`src/rtl/ps2_letter_decoder_if.sv`:
```
// ---------------------------------------------------------------------------
// ps2_letter_decoder_if
//   Bundles the raw PS/2 keyboard pins with the decoded letter outputs of
//   ps2_letter_decoder.
//
//   PS2_CLK       raw keyboard clock pin (asynchronous to CLOCK_50)
//   PS2_DAT       raw keyboard data pin  (asynchronous to CLOCK_50)
//   letter        one-hot letter of the last accepted make code (bit 0 = A)
//   letter_valid  one-cycle strobe, letter updated in the same cycle
//   frame_error   one-cycle strobe on bad start/parity/stop bit or timeout
//   busy          high while a frame is being received
//
//   master: keyboard / stimulus side, drives the pins, observes the outputs
//   slave : decoder side
// ---------------------------------------------------------------------------
interface ps2_letter_decoder_if;
  logic        PS2_CLK;
  logic        PS2_DAT;
  logic [25:0] letter;
  logic        letter_valid;
  logic        frame_error;
  logic        busy;

  modport master (
    output PS2_CLK, PS2_DAT,
    input  letter, letter_valid, frame_error, busy
  );

  modport slave (
    input  PS2_CLK, PS2_DAT,
    output letter, letter_valid, frame_error, busy
  );
endinterface

```
`src/rtl/ps2_letter_decoder.sv`:
```
// ---------------------------------------------------------------------------
// ps2_letter_decoder
//   PS/2 receiver and scan-code decoder feeding the enigma plugboard stage.
//   Synchronizes the raw PS/2 pins, deserializes 11-bit frames (start, 8 data
//   LSB first, odd parity, stop), follows make/break/extended prefixes,
//   suppresses typematic repeats and emits a one-hot letter with a one-cycle
//   strobe.
//
//   Parameters
//     TIMEOUT_CYCLES  CLOCK_50 cycles without a PS2_CLK fall before a partial
//                     frame is abandoned
//   Ports
//     CLOCK_50  system clock, rising edge
//     reset     asynchronous, active-low
//     ps2       ps2_letter_decoder_if.slave (pins in, letter/strobes/busy out)
// ---------------------------------------------------------------------------
module ps2_letter_decoder #(
  parameter int TIMEOUT_CYCLES = 50000
) (
  input  logic                 CLOCK_50,
  input  logic                 reset,
  ps2_letter_decoder_if.slave  ps2
);

  localparam int               TMO_W      = $clog2(TIMEOUT_CYCLES + 1);
  localparam logic [TMO_W-1:0] TMO_LIMIT  = TMO_W'(TIMEOUT_CYCLES);
  localparam logic [7:0]       CODE_BREAK = 8'hF0;
  localparam logic [7:0]       CODE_EXT   = 8'hE0;

  typedef enum logic [1:0] {F_IDLE, F_DATA, F_PARITY, F_STOP} frame_state_t;
  typedef enum logic [1:0] {B_NORMAL, B_BREAK, B_EXT, B_EXT_BREAK} byte_state_t;

  // Scan code set 2 to one-hot letter; zero for anything that is not A..Z.
  function automatic logic [25:0] scan_to_letter(input logic [7:0] code);
    logic [25:0] oh;
    oh = '0;
    case (code)
      8'h1C: oh[0]  = 1'b1;  8'h32: oh[1]  = 1'b1;  8'h21: oh[2]  = 1'b1;
      8'h23: oh[3]  = 1'b1;  8'h24: oh[4]  = 1'b1;  8'h2B: oh[5]  = 1'b1;
      8'h34: oh[6]  = 1'b1;  8'h33: oh[7]  = 1'b1;  8'h43: oh[8]  = 1'b1;
      8'h3B: oh[9]  = 1'b1;  8'h42: oh[10] = 1'b1;  8'h4B: oh[11] = 1'b1;
      8'h3A: oh[12] = 1'b1;  8'h31: oh[13] = 1'b1;  8'h44: oh[14] = 1'b1;
      8'h4D: oh[15] = 1'b1;  8'h15: oh[16] = 1'b1;  8'h2D: oh[17] = 1'b1;
      8'h1B: oh[18] = 1'b1;  8'h2C: oh[19] = 1'b1;  8'h3C: oh[20] = 1'b1;
      8'h2A: oh[21] = 1'b1;  8'h1D: oh[22] = 1'b1;  8'h22: oh[23] = 1'b1;
      8'h35: oh[24] = 1'b1;  8'h1A: oh[25] = 1'b1;
      default: oh = '0;
    endcase
    return oh;
  endfunction

  // Stage p0/p1: two-flop synchronizers; p2: previous synchronized clock.
  // Reset to the idle-high bus level so deassertion never fakes a fall.
  logic clk_p0, clk_p1, clk_p2;
  logic dat_p0, dat_p1;
  logic ps2_fall;

  always_ff @(posedge CLOCK_50 or negedge reset) begin
    if (!reset) begin
      clk_p0 <= 1'b1;
      clk_p1 <= 1'b1;
      clk_p2 <= 1'b1;
      dat_p0 <= 1'b1;
      dat_p1 <= 1'b1;
    end else begin
      clk_p0 <= ps2.PS2_CLK;
      clk_p1 <= clk_p0;
      clk_p2 <= clk_p1;
      dat_p0 <= ps2.PS2_DAT;
      dat_p1 <= dat_p0;
    end
  end

  assign ps2_fall = clk_p2 & ~clk_p1;

  // Frame FSM: consumes synchronized falls, produces accepted bytes.
  frame_state_t           frame_state, frame_next;
  logic [2:0]             bit_cnt;
  logic [7:0]             shift_p1;
  logic                   parity_p1;
  logic [TMO_W-1:0]       tmo_cnt;
  logic                   start_err, stop_ok, stop_err, tmo_abort;

  always_ff @(posedge CLOCK_50 or negedge reset) begin
    if (!reset) frame_state <= F_IDLE;
    else        frame_state <= frame_next;
  end

  always_comb begin
    frame_next = frame_state;
    start_err  = 1'b0;
    stop_ok    = 1'b0;
    stop_err   = 1'b0;
    // A fall in the same cycle restarts the count, so it wins over the abort.
    tmo_abort  = (frame_state != F_IDLE) && !ps2_fall && (tmo_cnt == TMO_LIMIT);
    case (frame_state)
      F_IDLE: begin
        if (ps2_fall) begin
          if (!dat_p1) frame_next = F_DATA;
          else         start_err  = 1'b1;
        end
      end
      F_DATA: begin
        if (ps2_fall && (bit_cnt == 3'd7)) frame_next = F_PARITY;
      end
      F_PARITY: begin
        if (ps2_fall) frame_next = F_STOP;
      end
      F_STOP: begin
        if (ps2_fall) begin
          frame_next = F_IDLE;
          // Odd parity: data bits plus parity bit carry an odd number of ones.
          if (dat_p1 && (^{shift_p1, parity_p1})) stop_ok  = 1'b1;
          else                                     stop_err = 1'b1;
        end
      end
      default: frame_next = F_IDLE;
    endcase
    if (tmo_abort) frame_next = F_IDLE;
  end

  // Stage p1: accepted byte with its valid, plus the frame_error strobe.
  logic       byte_vld_p1;
  logic [7:0] byte_p1;
  logic       frame_error_p1;

  always_ff @(posedge CLOCK_50 or negedge reset) begin
    if (!reset) begin
      bit_cnt        <= '0;
      shift_p1       <= '0;
      parity_p1      <= 1'b0;
      tmo_cnt        <= '0;
      byte_vld_p1    <= 1'b0;
      byte_p1        <= '0;
      frame_error_p1 <= 1'b0;
    end else begin
      if (frame_state == F_IDLE) bit_cnt <= '0;
      if (ps2_fall && (frame_state == F_DATA)) begin
        shift_p1 <= {dat_p1, shift_p1[7:1]};
        bit_cnt  <= bit_cnt + 3'd1;
      end
      if (ps2_fall && (frame_state == F_PARITY)) parity_p1 <= dat_p1;

      if (ps2_fall || (frame_state == F_IDLE) || tmo_abort) tmo_cnt <= '0;
      else                                                  tmo_cnt <= tmo_cnt + TMO_W'(1);

      byte_vld_p1 <= stop_ok;
      if (stop_ok) byte_p1 <= shift_p1;
      frame_error_p1 <= start_err | stop_err | tmo_abort;
    end
  end

  // Byte FSM: prefix tracking and typematic suppression on accepted bytes.
  byte_state_t byte_state, byte_next;
  logic [7:0]  held_code, held_next;
  logic [25:0] code_letter;
  logic        emit;

  always_ff @(posedge CLOCK_50 or negedge reset) begin
    if (!reset) byte_state <= B_NORMAL;
    else        byte_state <= byte_next;
  end

  always_comb begin
    byte_next   = byte_state;
    held_next   = held_code;
    emit        = 1'b0;
    code_letter = scan_to_letter(byte_p1);
    if (byte_vld_p1) begin
      case (byte_state)
        B_NORMAL: begin
          if (byte_p1 == CODE_BREAK)    byte_next = B_BREAK;
          else if (byte_p1 == CODE_EXT) byte_next = B_EXT;
          else if ((code_letter != '0) && (byte_p1 != held_code)) begin
            emit      = 1'b1;
            held_next = byte_p1;
          end
        end
        B_BREAK: begin
          byte_next = B_NORMAL;
          if (byte_p1 == held_code) held_next = '0;
        end
        B_EXT: begin
          byte_next = (byte_p1 == CODE_BREAK) ? B_EXT_BREAK : B_NORMAL;
        end
        B_EXT_BREAK: byte_next = B_NORMAL;
        default:     byte_next = B_NORMAL;
      endcase
    end
  end

  // Stage p2: registered letter outputs.
  logic [25:0] letter_p2;
  logic        vld_p2;

  always_ff @(posedge CLOCK_50 or negedge reset) begin
    if (!reset) begin
      held_code <= '0;
      letter_p2 <= '0;
      vld_p2    <= 1'b0;
    end else begin
      held_code <= held_next;
      vld_p2    <= emit;
      if (emit) letter_p2 <= code_letter;
    end
  end

  assign ps2.letter       = letter_p2;
  assign ps2.letter_valid = vld_p2;
  assign ps2.frame_error  = frame_error_p1;
  assign ps2.busy         = (frame_state != F_IDLE);

endmodule
```
`src/flat_wrapper.sv`:
```
// flat-port wrapper written by rule: the top's interface ports become plain ports
module ps2_letter_decoder_flat 
#(
  parameter int TIMEOUT_CYCLES = 50000
)
  (CLOCK_50, reset, ps2_PS2_CLK, ps2_PS2_DAT, ps2_letter, ps2_letter_valid, ps2_frame_error, ps2_busy);
  ps2_letter_decoder_if ps2_i ();
  input  logic CLOCK_50;
  input  logic reset;
  input wire logic [$bits(ps2_i.PS2_CLK)-1:0] ps2_PS2_CLK;
  input wire logic [$bits(ps2_i.PS2_DAT)-1:0] ps2_PS2_DAT;
  output wire logic [$bits(ps2_i.letter)-1:0] ps2_letter;
  output wire logic [$bits(ps2_i.letter_valid)-1:0] ps2_letter_valid;
  output wire logic [$bits(ps2_i.frame_error)-1:0] ps2_frame_error;
  output wire logic [$bits(ps2_i.busy)-1:0] ps2_busy;
  assign ps2_i.PS2_CLK = ps2_PS2_CLK;
  assign ps2_i.PS2_DAT = ps2_PS2_DAT;
  assign ps2_letter = ps2_i.letter;
  assign ps2_letter_valid = ps2_i.letter_valid;
  assign ps2_frame_error = ps2_i.frame_error;
  assign ps2_busy = ps2_i.busy;
  ps2_letter_decoder #(.TIMEOUT_CYCLES(TIMEOUT_CYCLES)) u_core (.CLOCK_50(CLOCK_50), .reset(reset), .ps2(ps2_i));
endmodule
```
`config.mk`:
```
export PLATFORM = sky130hd
export DESIGN_NAME = ps2_letter_decoder_flat
export DESIGN_NICKNAME = d
export VERILOG_FILES = /design/src/rtl/ps2_letter_decoder_if.sv /design/src/rtl/ps2_letter_decoder.sv /design/src/flat_wrapper.sv
export SDC_FILE = /design/constraint.sdc
export NUM_CORES = 1
export LEC_CHECK = 0
export ABC_CLOCK_PERIOD_IN_PS = 4700
export BUFFER_PORTS_ARGS = -buffer_cell sky130_fd_sc_hd__buf_4
export CORE_UTILIZATION = 58
export CTS_CLUSTER_DIAMETER = 40
export DETAILED_ROUTE_END_ITERATION = 10
export HOLD_SLACK_MARGIN = 0.05
export PLACE_DENSITY = 0.78
export SLEW_MARGIN = 20
export SYNTH_ARGS = -nofsm -noshare
export SYNTH_HDL_FRONTEND = slang
export SYNTH_SLANG_ARGS = --single-unit
export TNS_END_PERCENT = 50
```
`constraint.sdc`:
```
create_clock -name CLOCK_50 -period 4.7 [get_ports CLOCK_50]
set_input_delay 0.47 -clock CLOCK_50 [delete_from_list [all_inputs] [get_ports CLOCK_50]]
set_output_delay 0.47 -clock CLOCK_50 [all_outputs]
set_load 0.02 [all_outputs]
```
# Word level (Yosys, flattened, before mapping)
# Index checks and enable logic that the tools add are counted.
[op_classes] bitwise_logic=4 mux=59 eq_ne=48 addsub=2 n_reduce_logical=21
[op_table] operator="$eq A8 B6 Y1 const B" n=16
[op_table] operator="$eq A8 B5 Y1 const B" n=5
[op_table] operator="$eq A8 B7 Y1 const B" n=5
[op_table] operator="$mux W1" n=40
[op_table] operator="$mux W8" n=4
[op_table] operator="$reduce_bool A26 Y1" n=1
[op_table] operator="$mux W2" n=9
[op_table] operator="$add A16 B1 Y16 const B" n=1
[op_table] operator="$eq A16 B16 Y1 const B" n=1
[op_table] operator="$eq A8 B8 Y1 const B" n=2
[op_table] operator="$mux W16" n=1
[op_table] operator="$pmux W8 S2" n=1
[op_table] operator="$ne A3 B1 Y1 const B" n=5
[op_table] operator="$reduce_xor A9 Y1" n=1
[op_table] operator="$eq A2 B2 Y1 const B" n=4
[op_table] operator="$eq A8 B8 Y1" n=1
[op_table] operator="$ne A8 B8 Y1" n=1
[op_table] operator="$pmux W2 S4" n=1
[op_table] operator="$logic_and A1 B1 Y1" n=7
[op_table] operator="$mux W3" n=2
[op_table] operator="$pmux W2 S3" n=1
[op_table] operator="$reduce_and A6 Y1" n=1
[op_table] operator="$reduce_bool A2 Y1" n=3
[op_table] operator="$reduce_and A5 Y1" n=1
[op_table] operator="14 further kinds" n=20
[word_totals] wordCells=151 reg_bits=82 input_bits=4 out_inout_bits=29

# Longest topological paths before layout
# Gate-level depths: netlist (run 1).
[depth] ltp_word=9 depth_mapped=9 ltp_nobuf=7

# Worst setup path after synthesis (run 1)
# Ideal clock, no wire load.
[synth_path] path_kind="reg2reg" startpoint="register u_core.byte_p1[3]" endpoint="register u_core.held_code[0]" stages_incl_launch_ff=8 synth_period_minus_slack_ns=2.039 t_arrival_ns=1.918 n_path_buf=1 slack_ns=2.661 setup_time_ns=0.121 t_required_ns=4.579 cell_sequence="dfrtp_1 -> buf_4 -> nand3b_1 -> a221oi_2 -> a21oi_2 -> o41ai_4 -> inv_4 -> a22o_1"
[synth_via] elab_chain_len=6 elab_cells_between_ends=63 cone_classes="eq/ne: 34; mux: 26; reduce/logical: 3"
[synth_lines] item="start: declaration" line_no="ps2_letter_decoder.sv:124" text="logic [7:0] byte_p1;"
[synth_lines] item="start signal: assignment" line_no="ps2_letter_decoder.sv:148" text="if (stop_ok) byte_p1 <= shift_p1;"
[synth_lines] item="$eq A8 B5 Y1 (tied with other cells)" line_no="ps2_letter_decoder.sv:37" text="case (code)"
[synth_lines] item="$mux W1" line_no="ps2_letter_decoder.sv:37"
[synth_lines] item="$reduce_bool A26 Y1" line_no="ps2_letter_decoder.sv:174" text="else if ((code_letter != '0) && (byte_p1 != held_code)) begin"
[synth_lines] item="$logic_and A1 B1 Y1" line_no="ps2_letter_decoder.sv:174"
[synth_lines] item="$ne A2 B1 Y1 (no source line)"
[synth_lines] item="$reduce_and A6 Y1 (no source line) *"
[synth_lines] item="end signal: assignment" line_no="ps2_letter_decoder.sv:202" text="held_code <= held_next;"
[synth_lines] item="end: declaration" line_no="ps2_letter_decoder.sv:155" text="logic [7:0] held_code, held_next;"
# Every way passes the cells marked *; elsewhere a longest branch is shown, timed or not.
# A chain may end at the register's enable or synchronous reset.

# Worst setup path in the final report (run 1)
[layout_path] startpoint="register u_core.byte_p1[3]" endpoint="register u_core.held_code[5]"
# Same word-level chain as after synthesis.

==> key figures, run 1 <==
Synthesis
  – Mapped Avg Cell Area: between 10 and 15 um2
  – Syn_nets: approximately 390
  – Post-synth EDFFs: 0
  – Synth warnings: 0
  – Post-synthesis cell type count: 53
  – Leading cell types by total area after synthesis: dfrtp_1 (49%), nand2_1 (6.2%), nand3_1 (5.1%)
  – Post-synthesis sequential area ratio: roughly 52%
  – Synth area leader: dfrtp_1
  – Mapped Cells: between 300 and 400
  – Cell area after synthesis: 3931 um2
  – Synth top area share: between 40% and 50%
  – Async S/R FF share, synth: 100.0%
  – Post-synth top flop: dfrtp_1
  – #FFs+latches synth: between 80 and 90

Critical path
  – Slowest library cell on the worst path: dfrtp_1
  – Levels on crit path: 7
  – Buf+Inv Stages, Crit Path: 2
  – CP peak stage delay: between 700 and 800 ps
  – Worst setup SP type: flip-flop
  – CP delay by family, top: compound AO/OA/AOI/OAI gates
  – Crit-path max FO: 27
  – R2R cell count: 7
  – CP required: between 4000 and 5000 ps
  – Cells along the critical path: xnor2_1, nand4_1, o2111a_1, o41ai_4, buf_4, inv_4, a22o_1
  – CP arrival: about 3000 ps
  – WS Path Type: flip-flop to flip-flop
  – CP endpoint kind: flip-flop

Power and ir drop
  – Cell internal pwr: 1.322 mW
  – NetSw: between 600 and 700 uW
  – Switching Fraction: between 30% and 40%
  – Sequential Power Share: a little under half
  – Combinational share of power: 24.8%
  – Clock power share: ~28%
  – Leak: between 2 and 2.5 nW
  – P per Cell Area: 441.4 nW/um2
  – Max VDD drop: ~390 uV

Route
  – Total number of vias: between 2k and 3k
  – Antenna Violating Nets Remaining: 0
  – DR vias/cell: 5.799
  – Drt first-iter violations: around 250
  – WL final: around 7400 um
  – WL/cell: about 15 um
  – Pre-antenna DRT Iters: 10
  – Residual DRC: 5

Timing
  – Worst slew pin tran: between 800 and 900 ps
  – PnR worst setup slack: around 2100 ps
  – Skew final: approximately 8.3 ps
  – Period utilization: between 50% and 60%
  – Final Setup Violations: 0
  – Max-slew violations: 0
  – Fin crit period: 2636 ps
  – RSZ-0062 raised after global routing: no
  – Setup TNS: 0 ps
  – Final hold vios: 0
  – Fmax: 379.3 MHz
  – Max transition margin: 41.65%

Placed design
  – Setup WS pre-CTS: around 1900 ps
  – PortBufs: 32
  – RePlAce Congestion: a little under 0.8
  – DP Wirelength: about 4900 um

Floorplanning
  – Die width: roughly 84 um
  – Row count: 29
  – Die area: 7112 um2
  – I/O Pins: 33
  – Initial Util: between 60% and 70%
  – Core area: approximately 6500 um2
  – Die height: around 84 um

Clock tree
  – Root buf cell: clkbuf_8
  – Post_cts resized: 0
  – Clk_lat worst skew: 350 ps
  – Num CTS Buffers: 9
  – CTS H-tree depth: 3
  – Post-CTS setup repair buffer count: 0
  – CTS Sinks: 82
  – Longest Clk Path Bufs: 2
  – Clk slew on worst S/H paths: ~80 ps
  – CTS tree: built
  – Hold_buf cts: 0

Global routing
  – Gr usage total: roughly 23%
  – Largest net degree at the start of global routing: between 80 and 90
  – GRT overflow: 0
  – Vias in the first global route: between 2k and 3k
  – First-pass GRT wire length: 12650 um
  – Initial antenna violation count: 0

Layout
  – Antenna diodes: 0
  – Area delta synth->final: 11.59%
  – Share of layout cells above drive strength 1: around a fifth
  – Fillers: 550
  – Most frequent cells in the layout: dfrtp_1 (77), nand2_1 (65), nand3_1 (40), buf_4 (32), nor2_1 (18)
  – Final net count: 412
  – Commonest non-fill, non-tap cell in the layout: dfrtp_1

Outcome
  – Outcome: finished with violations
  – Failing checks: DRC

Flow run
  – Max-Cap Viols: 0

Hold path
  – Hold crit path type: input port to asynchronous set/reset pin
-- layout make-up --
type                       instances  area [um2]  share of cell area, %
sequential                        82        2058                  46.92
multi-input combinational        263        1727                  39.36
timing repair buffer              33       251.5                  5.733
clock buffer                      11       131.4                  2.995
tap                               77       96.34                  2.196
clock inverter                     5       78.83                  1.797
inverter                          11       43.79                 0.9983
-- sequential cells by signal, summed over array words and instances, names as in the netlist --
register and cells:
u_core.tmo_cnt 16, u_core.frame_state 2, u_core.ps2.letter_valid 1, u_core.shift_p1 8, u_core.clk_p0 1, u_core.parity_p1 1, u_core.dat_p0 1, u_core.clk_p1 1
u_core.ps2.letter 26, u_core.held_code 8, u_core.byte_vld_p1 1, u_core.bit_cnt 3, u_core.clk_p2 1, u_core.ps2.frame_error 1, u_core.dat_p1 1, u_core.byte_p1 8
u_core.byte_state 2
-- cells in the mapped netlist, types with 2 or more instances --
cell / instances
nor2_1: 18
a21oi_1: 3
nand3b_1: 2
nor4b_2: 2
xnor2_1: 16
a22o_1: 7
nand2b_1: 2
or3_1: 3
and2_1: 3
o21ai_1: 8
dfrtp_1: 77
nor3_1: 4
nor4_1: 2
o21ai_0: 8
nand3_1: 40
xor2_1: 10
mux2_2: 17
and3_1: 10
buf_6: 3
buf_2: 3
buf_4: 5
ha_1: 8
nand2_1: 65
dfstp_2: 5
nor2b_1: 6
clkbuf_1: 6
nand4_1: 5
inv_1: 10
-- metrics by stage --
step	total power, mW	instance area [um2]	hold slack, ps	instances	utilization, %
3_5_place_dp	1.413	4167	348.8	466	64.51
5_1_grt	2.053	4387	205.2	482	67.92
4_1_cts	1.957	4377	211.5	482	67.76
2_1_floorplan	1.293	3931	174.4	373	-
3_3_place_gp	1.386	4167	346.4	466	64.51
6_report	1.936	4387	150.6	482	67.92
-- cells by family (layout without fill, tap and decap cells) --
group | after synthesis | in the layout | synth area share (%)
AOI/OAI and AO/OA | 39 | 39 | 7.671
xor gates and xnor gates | 27 | 27 | 6.365
and+or+nand+nor | 171 | 171 | 22.06
DFF | 82 | 82 | 52.36
adders and majority gates | 8 | 8 | 2.546
buffers and inverters | 28 | 60 | 3.883
muxes | 18 | 18 | 5.124
-- power by group through the flow --
stage	Combinational (mW)	Sequential [mW]	Clock [mW]
after global routing	0.539	0.934	0.580
after CTS	0.486	0.915	0.556
after global placement	0.463	0.923	0
final	0.479	0.917	0.540
after detailed placement	0.485	0.929	0
after floorplan	0.433	0.861	0
-- per-layer routing --
metal | vias up | track usage, % | routed length, um
li1 | 1345 | - | -
met1 | 1366 | 32.01 | 3368
met2 | 75 | 34.58 | 3535
met3 | 9 | 3.638 | 377
met4 | 0 | 10.32 | 104
met5 | - | 0 | 0
-- worst paths after layout --
kind                              startpoint                   to  slack, ps
max                        u_core.byte_p1[3]  u_core.held_code[5]       2060
min                                    reset    u_core.tmo_cnt[4]        150
max reg2reg                u_core.byte_p1[3]  u_core.held_code[5]       2060
min reg2reg                    u_core.dat_p0        u_core.dat_p1        360
max in group asynchronous              reset    u_core.bit_cnt[2]       4050
min in group CLOCK_50            ps2_PS2_CLK        u_core.clk_p0        230
Power figures use the tool's default switching activity.
==> inputs of run 2 (changes only) <==
ABC_CLOCK_PERIOD_IN_PS = 2420   (was 4700)
CORE_UTILIZATION = 54   (was 58)
PLACE_DENSITY = 0.76   (was 0.78)
clock period = 2.42 ns   (was 4.7 ns; I/O delays follow)
==> run 2 against run 1 <==
Effect of this change:
- the flow now finishes without violations
- clock skew increased by 2.1 ps
- sequential share of layout area decreased by 2.3 points
- sequential cell count unchanged
- total power increased by 100%
- clock power increased by 120%
- register-to-register slack got worse by 1900 ps
- count of clock-buffer cells in the layout decreased by 2
- first-iteration DRC count decreased by 37%
- non-clock buffer count increased by 22
- via count increased by 0.32%
- largest cell class unchanged
==> key figures, run 2 (synthesized netlist as in run 1, its figures left out) <==
Clock tree
  – Post_cts resized: 0 (unchanged)
  – CTS tree: built
  – CTS Sinks: 82 (unchanged)
  – Num CTS Buffers: 9 (unchanged)
  – Clk_lat worst skew: 350 ps (about the same)
  – CTS H-tree depth: 3 (unchanged)
  – Post-CTS setup repair buffer count: 0 (unchanged)
  – Root buf cell: clkbuf_8
  – Hold_buf cts: 3 (+3)
  – Clk slew on worst S/H paths: 90 ps (about the same)
  – Longest Clk Path Bufs: 2 (unchanged)

Critical path
  – R2R cell count: 6 (-1)
  – CP endpoint kind: flip-flop
  – Worst reg2reg startpoint: u_core.byte_p1[1]
  – Worst setup startpoint: u_core.byte_p1[1]
  – CP arrival: 2510 ps (-410 ps)
  – WS Path Type: flip-flop to flip-flop
  – Worst Setup EP: u_core.held_code[4]
  – CP required: 2660 ps (-2320 ps)
  – Cells along the critical path: nor2b_1, o21ai_1, a2111oi_2, nor3_1, a32o_2, a22o_1
  – Worst R2R Setup Slack: 160 ps (-1910 ps)
  – Worst setup SP type: flip-flop
  – CP peak stage delay: 570 ps (-200 ps)
  – Slowest library cell on the worst path: dfrtp_1
  – R2R Path End: u_core.held_code[4]
  – Crit-path max FO: 12 (-56%)

Power and ir drop
  – Max VDD drop: 573.6 uV (+45%)
  – Tot Pwr: 3.952 mW (+100%)
  – Leak: 2.284 nW (+5.4%)
  – P per Cell Area: 857.3 nW/um2 (+94%)

Timing
  – Max transition margin: 57.44% (+16 points)
  – Worst hold slack: 361.9 ps (+211.3 ps)
  – Worst slew pin tran: 638.4 ps (-224.4 ps)
  – Fin crit period: 2262 ps (-373.9 ps)
  – Max-slew violations: 0 (unchanged)
  – Period utilization: 93.49% (+37 points)
  – Final hold vios: 0 (unchanged)
  – Skew final: 10.41 ps (+2.127 ps)
  – Setup TNS: 0 ps (unchanged)
  – Final Setup Violations: 0 (unchanged)
  – RSZ-0062 raised after global routing: no
  – Fmax: 442.0 MHz (+17%)

Route
  – Total number of vias: 2804 (+0.32%)
  – Pre-antenna DRT Iters: 4 (-6)
  – WL final: 7533 um (+2.0%)
  – Drt first-iter violations: 155 (-37%)
  – Residual DRC: 0 (-5)
  – Antenna Violating Nets Remaining: 0 (unchanged)
  – WL/cell: 14.40 um (-6.0%)
  – DR vias/cell: 5.361 (-7.5%)

Placed design
  – PortBufs: 32 (unchanged)
  – Placed insts: 504 (+8.2%)
  – RePlAce Congestion: 0.8104 (+3.2%)
  – DP Wirelength: 5421 um (+10%)

Layout
  – Max FFs per register: 26 (unchanged)
  – Final cell count without fillers: 523 (+8.5%)
  – Final net count: 434 (+5.3%)
  – Antenna diodes: 0 (unchanged)
  – Share of layout cells above drive strength 1: 23.42% (+3.7 points)
  – Most frequent cells in the layout: dfrtp_1 (77), nand2_1 (65), buf_4 (52), nand3_1 (40), nor2_1 (18)
  – Commonest non-fill, non-tap cell in the layout: dfrtp_1
  – Area delta synth->final: 17.25%

Global routing
  – Gr usage total: 22.42% (-0.13 points)
  – First-pass GRT wire length: 13210 um (+4.5%)
  – Largest net degree at the start of global routing: 53 (-36%)
  – Vias in the first global route: 2797 (+5.0%)
  – Initial antenna violation count: 0 (unchanged)
  – GRT overflow: 0 (unchanged)

Floorplanning
  – Initial Util: 56.92% (-3.9 points)
  – Core area: 6907 um2 (+6.9%)
  – Die area: 7626 um2 (+7.2%)
  – Row count: 30 (+3.4%)
  – I/O Pins: 33 (unchanged)
  – Die width: 87.33 um (+3.6%)
  – Die height: 87.33 um (+3.6%)

Flow run
  – Max-Cap Viols: 0 (unchanged)

Hold path
  – Hold crit path type: flip-flop to flip-flop

Outcome
  – Outcome: finished, final reports clean
## run 2: changes by cell type in the layout (fill, tap and decap cells not counted)
cell / before / now
nor4bb_1: 0 / 1
clkinvlp_4: 0 / 2
clkbuf_1: 2 / 0
clkinv_2: 2 / 0
dlygate4sd3_1: 0 / 3
clkinv_4: 1 / 0
buf_6: 1 / 0
nor4bb_2: 1 / 0
inv_6: 0 / 2
bufinv_16: 2 / 3
buf_4: 32 / 52
## run 2: worst max-delay path, delay by kind of cell, from the launching register on
kind               cells  cell delay (ps)
AOI/OAI and AO/OA      4             1200
DFF                    1              570
and+or+nand+nor        2              380
## run 2: power breakdown
| group | total [mW] | leakage [nW] | internal [mW] | switching (mW) |
|---|---|---|---|---|
| registers | 1.74 | 1.11 | 1.53 | 0.212 |
| clock network | 1.20 | 0.116 | 0.692 | 0.510 |
| logic | 1.01 | 1.06 | 0.506 | 0.500 |
## run 2: area by class of cell
type,instances,area (um2)
Inverter,11,43.79
Sequential cell,82,2058
Timing Repair Buffer,55,420.4
Clock buffer,9,123.9
Tap cell,96,120.1
Multi-Input combinational cell,263,1720
Fill cell,572,2297
Clock inverter,7,122.6
## run 2: through the flow
step           utilization [%]  instance area, um2  setup WS (ps)
4_1_cts                  66.74                4609          160.4
6_report                 66.74                4609          157.6
3_5_place_dp             62.74                4333          169.1
5_1_grt                  66.74                4609          8.010
2_1_floorplan                -                3931          381.1
3_3_place_gp             62.74                4333          261.4
## run 2: how the worst min path moves through the flow
stage | from | end | slack (ps) | cells past startpoint
CTS | u_core.clk_p0 | u_core.clk_p1 | 360 | 0
detailed placement | reset | u_core.tmo_cnt[9] | 310 | 1
global route | u_core.dat_p0 | u_core.dat_p1 | 370 | 0
global placement | reset | u_core.ps2.letter[20] | 300 | 1
finish | u_core.clk_p0 | u_core.clk_p1 | 360 | 0
floorplan | reset | u_core.bit_cnt[0] | -50 | 0
## run 2: layer usage
layer | vias up | share of wire [%] | global-route usage, %
met3 | 9 | 2.7 | 3.791
met1 | 1366 | 46 | 29.43
met5 | - | 0 | 0
met4 | 0 | 1.3 | 8.495
met2 | 47 | 50 | 37.29
li1 | 1382 | - | -
